### config.mk
export PLATFORM = sky130hd
export DESIGN_NAME = seq_divider
export DESIGN_NICKNAME = d
export VERILOG_FILES = /design/src/rtl/seq_divider_pkg.sv /design/src/rtl/seq_divider_div_step.sv /design/src/rtl/seq_divider.sv
export SDC_FILE = /design/constraint.sdc
export NUM_CORES = 1
export LEC_CHECK = 0
export BUFFER_PORTS_ARGS = -buffer_cell sky130_fd_sc_hd__buf_4
export CAP_MARGIN = 20
export CORE_ASPECT_RATIO = 0.6
export CORE_MARGIN = 8
export CORE_UTILIZATION = 30
export DETAILED_ROUTE_END_ITERATION = 7
export PLACE_DENSITY = 0.48
export RECOVER_POWER = 100
export SYNTH_ARGS = -nofsm -noshare
export SYNTH_HDL_FRONTEND = slang
export SYNTH_SLANG_ARGS = --single-unit
### constraint.sdc
create_clock -name clk -period 39.4 [get_ports clk]
set_input_delay 7.88 -clock clk [delete_from_list [all_inputs] [get_ports clk]]
set_output_delay 7.88 -clock clk [all_outputs]
set_load 0.02 [all_outputs]
### src/rtl/seq_divider_pkg.sv
// Shared types for the sequential divider: FSM state encoding and iteration counter sizing.
package seq_divider_pkg;

  typedef enum logic [1:0] {
    IDLE = 2'd0,
    CALC = 2'd1,
    DONE = 2'd2
  } state_t;

  function automatic int countWidth(input int n);
    return $clog2(n + 1);
  endfunction

endpackage

### src/rtl/seq_divider_div_step.sv
// One restoring-division iteration: shift in the next dividend bit and try to subtract D.
module div_step #(
  parameter int N = 32
) (
  input  logic [N-1:0] i_r,
  input  logic [N-1:0] i_q,
  input  logic [N-1:0] i_d,
  output logic [N-1:0] o_r,
  output logic [N-1:0] o_q
);

  logic [N:0]   w_s;
  logic [N:0]   w_b;
  logic [N-1:0] w_t;
  logic         w_carry;

  assign w_s = {i_r, i_q[N-1]};
  assign w_b = ~{1'b0, i_d};

  // N+1-bit ripple-carry add of S and ~D with carry-in 1; carry-out set means no borrow.
  always_comb begin
    w_carry = 1'b1;
    w_t     = '0;
    for (int i = 0; i < N; i++) begin
      w_t[i]  = w_s[i] ^ w_b[i] ^ w_carry;
      w_carry = (w_s[i] & w_b[i]) | (w_carry & (w_s[i] ^ w_b[i]));
    end
    w_carry = (w_s[N] & w_b[N]) | (w_carry & (w_s[N] ^ w_b[N]));
  end

  // Partial remainder stays below D, so bit N of the kept value is always zero.
  // The no-borrow flag becomes the new quotient bit shifted into Q_next.
  assign o_r = w_carry ? w_t : w_s[N-1:0];
  assign o_q = {i_q[N-2:0], w_carry};

endmodule

### src/rtl/seq_divider.sv
// Multi-cycle radix-2 restoring divider for DIV/DIVU/REM/REMU with sign fix-up on completion.
module seq_divider
  import seq_divider_pkg::*;
#(
  parameter int N = 32
) (
  input  logic         clk,
  input  logic         rst_n,
  input  logic         start,
  input  logic         is_signed,
  input  logic [N-1:0] dividend,
  input  logic [N-1:0] divisor,
  output logic         busy,
  output logic         done,
  output logic [N-1:0] quotient,
  output logic [N-1:0] remainder,
  output logic         div_by_zero
);

  localparam int CW = countWidth(N);

  state_t        r_state;
  logic [N-1:0]  r_r;
  logic [N-1:0]  r_q;
  logic [N-1:0]  r_d;
  logic [CW-1:0] r_count;
  logic          r_negQ;
  logic          r_negR;

  logic [N-1:0]  w_rNext;
  logic [N-1:0]  w_qNext;
  logic          w_dvdNeg;
  logic          w_dvsNeg;
  logic [N-1:0]  w_dvdMag;
  logic [N-1:0]  w_dvsMag;
  logic          w_overflow;

  assign w_dvdNeg   = is_signed & dividend[N-1];
  assign w_dvsNeg   = is_signed & divisor[N-1];
  assign w_dvdMag   = w_dvdNeg ? -dividend : dividend;
  assign w_dvsMag   = w_dvsNeg ? -divisor : divisor;
  assign w_overflow = is_signed && (dividend == {1'b1, {(N-1){1'b0}}}) && (divisor == '1);

  div_step #(.N(N)) u_step (
    .i_r (r_r),
    .i_q (r_q),
    .i_d (r_d),
    .o_r (w_rNext),
    .o_q (w_qNext)
  );

  always_ff @(posedge clk or negedge rst_n) begin
    if (!rst_n) begin
      r_state     <= IDLE;
      r_r         <= '0;
      r_q         <= '0;
      r_d         <= '0;
      r_count     <= '0;
      r_negQ      <= 1'b0;
      r_negR      <= 1'b0;
      busy        <= 1'b0;
      done        <= 1'b0;
      quotient    <= '0;
      remainder   <= '0;
      div_by_zero <= 1'b0;
    end else begin
      case (r_state)
        CALC: begin
          r_r     <= w_rNext;
          r_q     <= w_qNext;
          r_count <= r_count - 1'b1;
          if (r_count == CW'(1)) begin
            quotient    <= r_negQ ? -w_qNext : w_qNext;
            remainder   <= r_negR ? -w_rNext : w_rNext;
            div_by_zero <= 1'b0;
            busy        <= 1'b0;
            done        <= 1'b1;
            r_state     <= DONE;
          end
        end
        default: begin
          // IDLE and DONE both accept a launch; results are untouched until completion.
          busy    <= 1'b0;
          done    <= 1'b0;
          r_state <= IDLE;
          if (start) begin
            if (divisor == '0) begin
              quotient    <= '1;
              remainder   <= dividend;
              div_by_zero <= 1'b1;
              done        <= 1'b1;
              r_state     <= DONE;
            end else if (w_overflow) begin
              quotient    <= dividend;
              remainder   <= '0;
              div_by_zero <= 1'b0;
              done        <= 1'b1;
              r_state     <= DONE;
            end else begin
              r_r     <= '0;
              r_q     <= w_dvdMag;
              r_d     <= w_dvsMag;
              r_count <= CW'(N);
              r_negQ  <= w_dvdNeg ^ w_dvsNeg;
              r_negR  <= w_dvdNeg;
              busy    <= 1'b1;
              r_state <= CALC;
            end
          end
        end
      endcase
    end
  end

endmodule

[Word-level counts from Yosys, hierarchy flattened]
Cells that the tools add are included.
Cells by class
  $add $sub $neg: 5
  equal/unequal tests: 7
  mux-type cells: 46
  bitwise gates (word level): 170
  reductions and logical operators: 8
Operators by type and width (number)
  $mux W32: 23
  $neg A32 Y32: 4
  $and A1 B1 Y1: 67
  $xor A1 B1 Y1: 65
  $eq A32 B32 Y1 const B: 2
  $not A32 Y33: 1
  $or A1 B1 Y1: 33
  $logic_not A32 Y1: 1
  $mux W6: 4
  $mux W1: 14
  $mux W2: 5
  $eq A6 B1 Y1 const B: 1
  $reduce_and A3 Y1: 2
  $sub A6 B1 Y6 const B: 1
  $ne A2 B1 Y1 const B: 2
  $not A1 Y1: 4
  $reduce_and A4 Y1: 1
  $reduce_bool A3 Y1: 1
  $eq A2 B1 Y1 const B: 1
  $logic_and A1 B1 Y1: 2
  $ne A2 B2 Y1 const B: 1
  $reduce_bool A2 Y1: 1
Word-level totals
  register bits after elaboration: 173
  input port bits: 68
  word-level logic and storage cells: 248

[Logic depth before layout (Yosys ltp)]
  depth after elaboration: 72
  depth in mapped cells: 51
  depth with buffers taken out: 47

[Cells and area by module]
Synthesis repeated with hierarchy kept, for this count alone.
Unflattened totals
  cells, all modules: 1279
  area total of the unflattened synthesis: 11583.6 um^2
Modules (own cells, without submodules)
  seq_divider: times used 1, cells an instance 1107, area an instance 10065.9 um^2, sequential area each 4304.1 um^2
  div_step: times used 1, cells an instance 172, area an instance 1517.7 um^2, sequential area each 0.0 um^2

[Worst setup path before layout]
Ideal clock, no wire load.
  path kind: register to register
  start: register r_q[31]
  end: register quotient[14]
  setup time: 0.077 ns
  arrival time: 15.556 ns
  required time: 39.323 ns
  path slack: 23.768 ns
  stages on the path, launching flop included: 51
  buffers on the path: 5
  clock period less this slack: 15.632 ns
  cell sequence: dfrtp_1 -> inv_1 -> ha_1 -> inv_1 -> fa_1 -> fa_1 -> fa_1 -> fa_1 -> fa_1 -> fa_1 -> fa_1 -> fa_1 -> fa_1 -> fa_1 -> fa_1 -> fa_1 -> fa_1 -> fa_1 -> [... 15 more ...] -> inv_1 -> fa_1 -> inv_1 -> fa_1 -> or2_1 -> buf_2 -> inv_2 -> buf_2 -> buf_2 -> buf_2 -> buf_2 -> ha_1 -> or4b_2 -> or4_1 -> o31ai_1 -> xnor2_1 -> o22ai_1 -> o21ai_1
Between the ends
  longest elaborated chain between the ends: 70
  elaborated cells on any way between the ends: 71
Ends and longest elaborated chain
  start: declaration: RTL line seq_divider.sv:24  | logic [N-1:0] r_q;
  start signal: assignment: RTL line seq_divider.sv:70  | r_q <= w_qNext;
  start signal: assignment: RTL line seq_divider.sv:101  | r_q <= w_dvdMag;
  $and A1 B1 Y1 / $xor A1 B1 Y1 (equally long branches): RTL line seq_divider_div_step.sv:26  | w_carry = (w_s[i] & w_b[i]) | (w_carry & (w_s[i] ^ w_b[i]));
  $or A1 B1 Y1 *: RTL line seq_divider_div_step.sv:26
  $and A1 B1 Y1 *: RTL line seq_divider_div_step.sv:26
  $or A1 B1 Y1 *: RTL line seq_divider_div_step.sv:26
  $and A1 B1 Y1 *: RTL line seq_divider_div_step.sv:26
  $or A1 B1 Y1 *: RTL line seq_divider_div_step.sv:26
  $and A1 B1 Y1 *: RTL line seq_divider_div_step.sv:26
  $or A1 B1 Y1 *: RTL line seq_divider_div_step.sv:26
  [... 54 more ...]
  $and A1 B1 Y1 *: RTL line seq_divider_div_step.sv:26
  $or A1 B1 Y1 *: RTL line seq_divider_div_step.sv:26
  $and A1 B1 Y1 *: RTL line seq_divider_div_step.sv:28  | w_carry = (w_s[N] & w_b[N]) | (w_carry & (w_s[N] ^ w_b[N]));
  $or A1 B1 Y1 *: RTL line seq_divider_div_step.sv:28
  $neg A32 Y32 *: RTL line seq_divider.sv:73  | quotient <= r_negQ ? -w_qNext : w_qNext;
  $mux W32 *: RTL line seq_divider.sv:73
  $mux W32 *: RTL line seq_divider.sv:72  | if (r_count == CW'(1)) begin
  $mux W32 *: RTL line seq_divider.sv:67  | case (r_state)
  end signal: assignment: RTL line seq_divider.sv:73
  end signal: assignment: RTL line seq_divider.sv:94  | quotient <= dividend;
  end: declaration: RTL line seq_divider.sv:15  | output logic [N-1:0] quotient,
Every way passes the cells marked *; elsewhere a longest branch is shown, timed or not. The select of a mux whose other input is x is not followed.
A chain may end at the register's enable or synchronous reset.

[Worst setup path in the final report]
  start: register r_q[31]
  end: register quotient[26]
The elaborated chain is that of the path after synthesis.

==> impl_metrics.yaml <==
die:
  die_y_um: 167.1
  rows: 55
  die-width_um: 267.9
  coreArea_um2: 37570
  start_util_pct: 30.40
  dieArea_um2: 44770
  num_io_pins: 135
routing:
  wl_met3_mm: 2.323
  viasPerCell: 5.267
  wirelength_mm: 39.44
  drc: 0
  wl_met1_mm: 20.23
  antenna_left: 0
  drtPass1Iterations: 5
  wl_met2_mm: 16.41
  vias: 10060
  wl_per_cell_um: 20.66
  top_layer_used: "met4"
  drt_iter0_markers: 939
clocking:
  clk_path_buf_depth: 2
  clockRootBuffer: "clkbuf_16"
  clkLatencyLatePin_ps: 460
  htree_levels: 4
  cts_resized: 0
  path_clk_slew_ps: 70
  cts-buffers-inserted: 17
  clock-sinks: 172
  cts_setup_buffers: 0
  tritoncts: "done"
  cts_hold_repair.buffers: 0
setup_path:
  cpMaxStageDelayCell: "clkbuf_1"
  r2r_slack_ps: 21150
  reg2reg_to: "quotient[26]$_DFFE_PN0P_"
  crit_type: "register to register"
  reg2reg_depth: 48
  critPathBufInv: 7
  critical-path-max-stage-delay_ps: 2030
  cp.arrival_ps: 18600
  r2r_start: "r_q[31]$_DFFE_PN0P_"
  end_kind: "register"
  critPathTopFamily: "adder cells"
  path_common_cell: "fa_1"
  crit_fanout: 47
  cp-start-kind: "register"
  required_ps: 39750
timing:
  worst_slew_pin_slew_ps: 3883
  final.min_clock_period_ps: 18250
  min_period_over_period_pct: 46.33
  hold_violations: 0
  slew_headroom_pct: -158.8
  drv_slew: 476
  clock.fmax_mhz: 54.78
  rsz0062_at_grt: "no"
  setup_tns_ps: 0
  finClkSkew_ps: 12.19
  setup_violations: 0
power_and_ir_drop:
  power_mw: 1.319
  leakage_nw: 5.253
  powerDensity_nw_per_um2: 100.8
  peakVddDrop_uv: 46.69
synth:
  synth_most_common_cell: "nand2_1"
  avgSynthCellArea_um2: 8.819
  synth_commonest_cells: "nand2_1, dfrtp_1, nor2_1"
  yosysWarnings: 0
  synth_fp_nets: 1402
  synth_top_area_share_pct: 37.69
  syn-cell-area_um2: 11420
  yosysSeqAreaShare_pct: 37.69
  synth_cell_type_count: 66
  synth-main-ff-cell: "dfrtp_1"
  postSynthCellCount: 1295
  synth_top_cell_by_area: "dfrtp_1"
  ys_ff_latch: 172
  synth.area.top_cells: "dfrtp_1, xnor2_1, nand2_1"
  synth_edf_count: 0
  async_reset_ff_share_pct: 100.0
global_routing:
  antenna_found_initial: 0
  grtUsageTotal_pct: 17.84
  grt_start_max_net_pins: 74
  grt_pass1_wl_mm: 62.33
  grt_pass1_vias: 10170
  overflow: 0
finish:
  drive_gt1_share_pct: 8.739
  fin_nets: 1490
  syn_to_final_growth_pct: 14.56
  seq_area_um2: 4304
  fill_cells: 3974
  multiInputGateArea_um2: 6501
  antenna_cells: 0
run_status:
  status: "finished, violations left"
  violations: "max-capacitance violations, max-slew violations"
worst_hold_path:
  hold_start: "quotient[2]$_DFFE_PN0P_"
  holdPathEnd: "quotient[2]$_DFFE_PN0P_"
  holdPathStages: 2
  hold_path.class: "register to register"
place:
  numPortBuffers: 134
  gp_congestion: 0.8681
  place_hpwl_mm: 29.07
run:
  maxCapViolCount: 11
power by group:
group	total [mW]	internal, mW	switching (mW)
logic	0.790	0.295	0.495
registers	0.347	0.262	0.0849
clock network	0.182	0.102	0.0798
total	1.32	0.659	0.659
cell usage in the layout, fill, tap and decap left out, types with 4 or more instances in the layout:
cell / instances
mux2i_1: 54
nand3_1: 13
ha_1: 8
and2_1: 8
and3_1: 4
nor3b_1: 6
nand2_1: 176
nor4_1: 23
clkbuf_1: 83
a31oi_1: 17
o22ai_1: 57
or4_1: 11
nor3_1: 23
xor2_1: 23
buf_4: 68
nor2_1: 98
inv_1: 51
dfrtp_1: 172
a31o_2: 4
o41ai_1: 13
xnor2_1: 91
fa_1: 31
a21oi_1: 54
o31ai_1: 31
o21ai_0: 130
or3_1: 19
or2_2: 4
a41oi_1: 4
a22oi_1: 10
a221oi_1: 13
nand4_1: 16
clkbuf_16: 17
layout make-up:
| class | count | share of cell area, % |
|---|---|---|
| clock buffers | 19 | 3.385 |
| clock inverters | 13 | 1.262 |
| inverters | 52 | 1.492 |
| multi-input cells | 989 | 49.69 |
| flip-flops and latches | 172 | 32.90 |
| well taps | 513 | 4.906 |
| repair buffers | 151 | 6.369 |
sequential cells by signal, indices dropped and copies added, names as in the netlist:
name / cells
quotient: 32
r_count: 6
done: 1
remainder: 32
r_negR: 1
r_state: 2
r_q: 32
r_r: 32
div_by_zero: 1
r_d: 32
r_negQ: 1
how the worst max path moves through the flow:
stage                     slack, ps  depth (start not counted)                start                         to
after floorplan               23770                         50  r_q[31]$_DFFE_PN0P_   quotient[14]$_DFFE_PN0P_
after global placement        23460                         48  r_q[31]$_DFFE_PN0P_   quotient[26]$_DFFE_PN0P_
after detailed placement      23270                         48  r_q[31]$_DFFE_PN0P_   quotient[26]$_DFFE_PN0P_
after CTS                     23200                         48  r_q[31]$_DFFE_PN0P_   quotient[26]$_DFFE_PN0P_
after global routing          20190                         46  r_q[31]$_DFFE_PN0P_  remainder[18]$_DFFE_PN0P_
final                         21150                         48  r_q[31]$_DFFE_PN0P_   quotient[26]$_DFFE_PN0P_
layer usage:
layer	vias to the layer above	GRT usage [%]
li1	4819	-
met2	259	25.27
met4	0	3.965
met1	4950	26.99
met3	27	4.154
met5	-	0
metrics by stage:
stage	std cells	cell area [µm²]	worst slack, ps	hold slack (ps)	util (%)
finish	1909	13080	21150	477.4	34.82
global route	1909	13080	20190	502.5	34.82
CTS	1907	13450	23200	483.4	35.80
detailed placement	1875	12840	23270	461.7	34.18
global placement	1875	12840	23460	457.8	34.18
floorplan	1295	11420	23770	445.9	-
logic make-up (layout without fill, tap and decap cells):
logic type | Yosys count | in the layout | share of synthesized area [%]
buf+inv | 134 | 235 | 4.941
simple gates | 426 | 426 | 17.69
flops | 172 | 172 | 37.69
xor+xnor | 114 | 114 | 8.742
fa+ha+maj | 39 | 39 | 6.310
compound gates | 352 | 352 | 19.50
mux | 58 | 58 | 5.127
worst reg2reg max path: cells and delay by family, from the launching register on:
kind | cells | cell delay (ps)
AND/OR/NAND/NOR | 4 | 1640
flip-flops | 1 | 410
XOR/XNOR | 1 | 170
adder cells (fa/ha/maj) | 33 | 12370
AO/OA/AOI/OAI | 3 | 840
buffers and inverters | 7 | 2690
(Power assumes the default switching activity.)
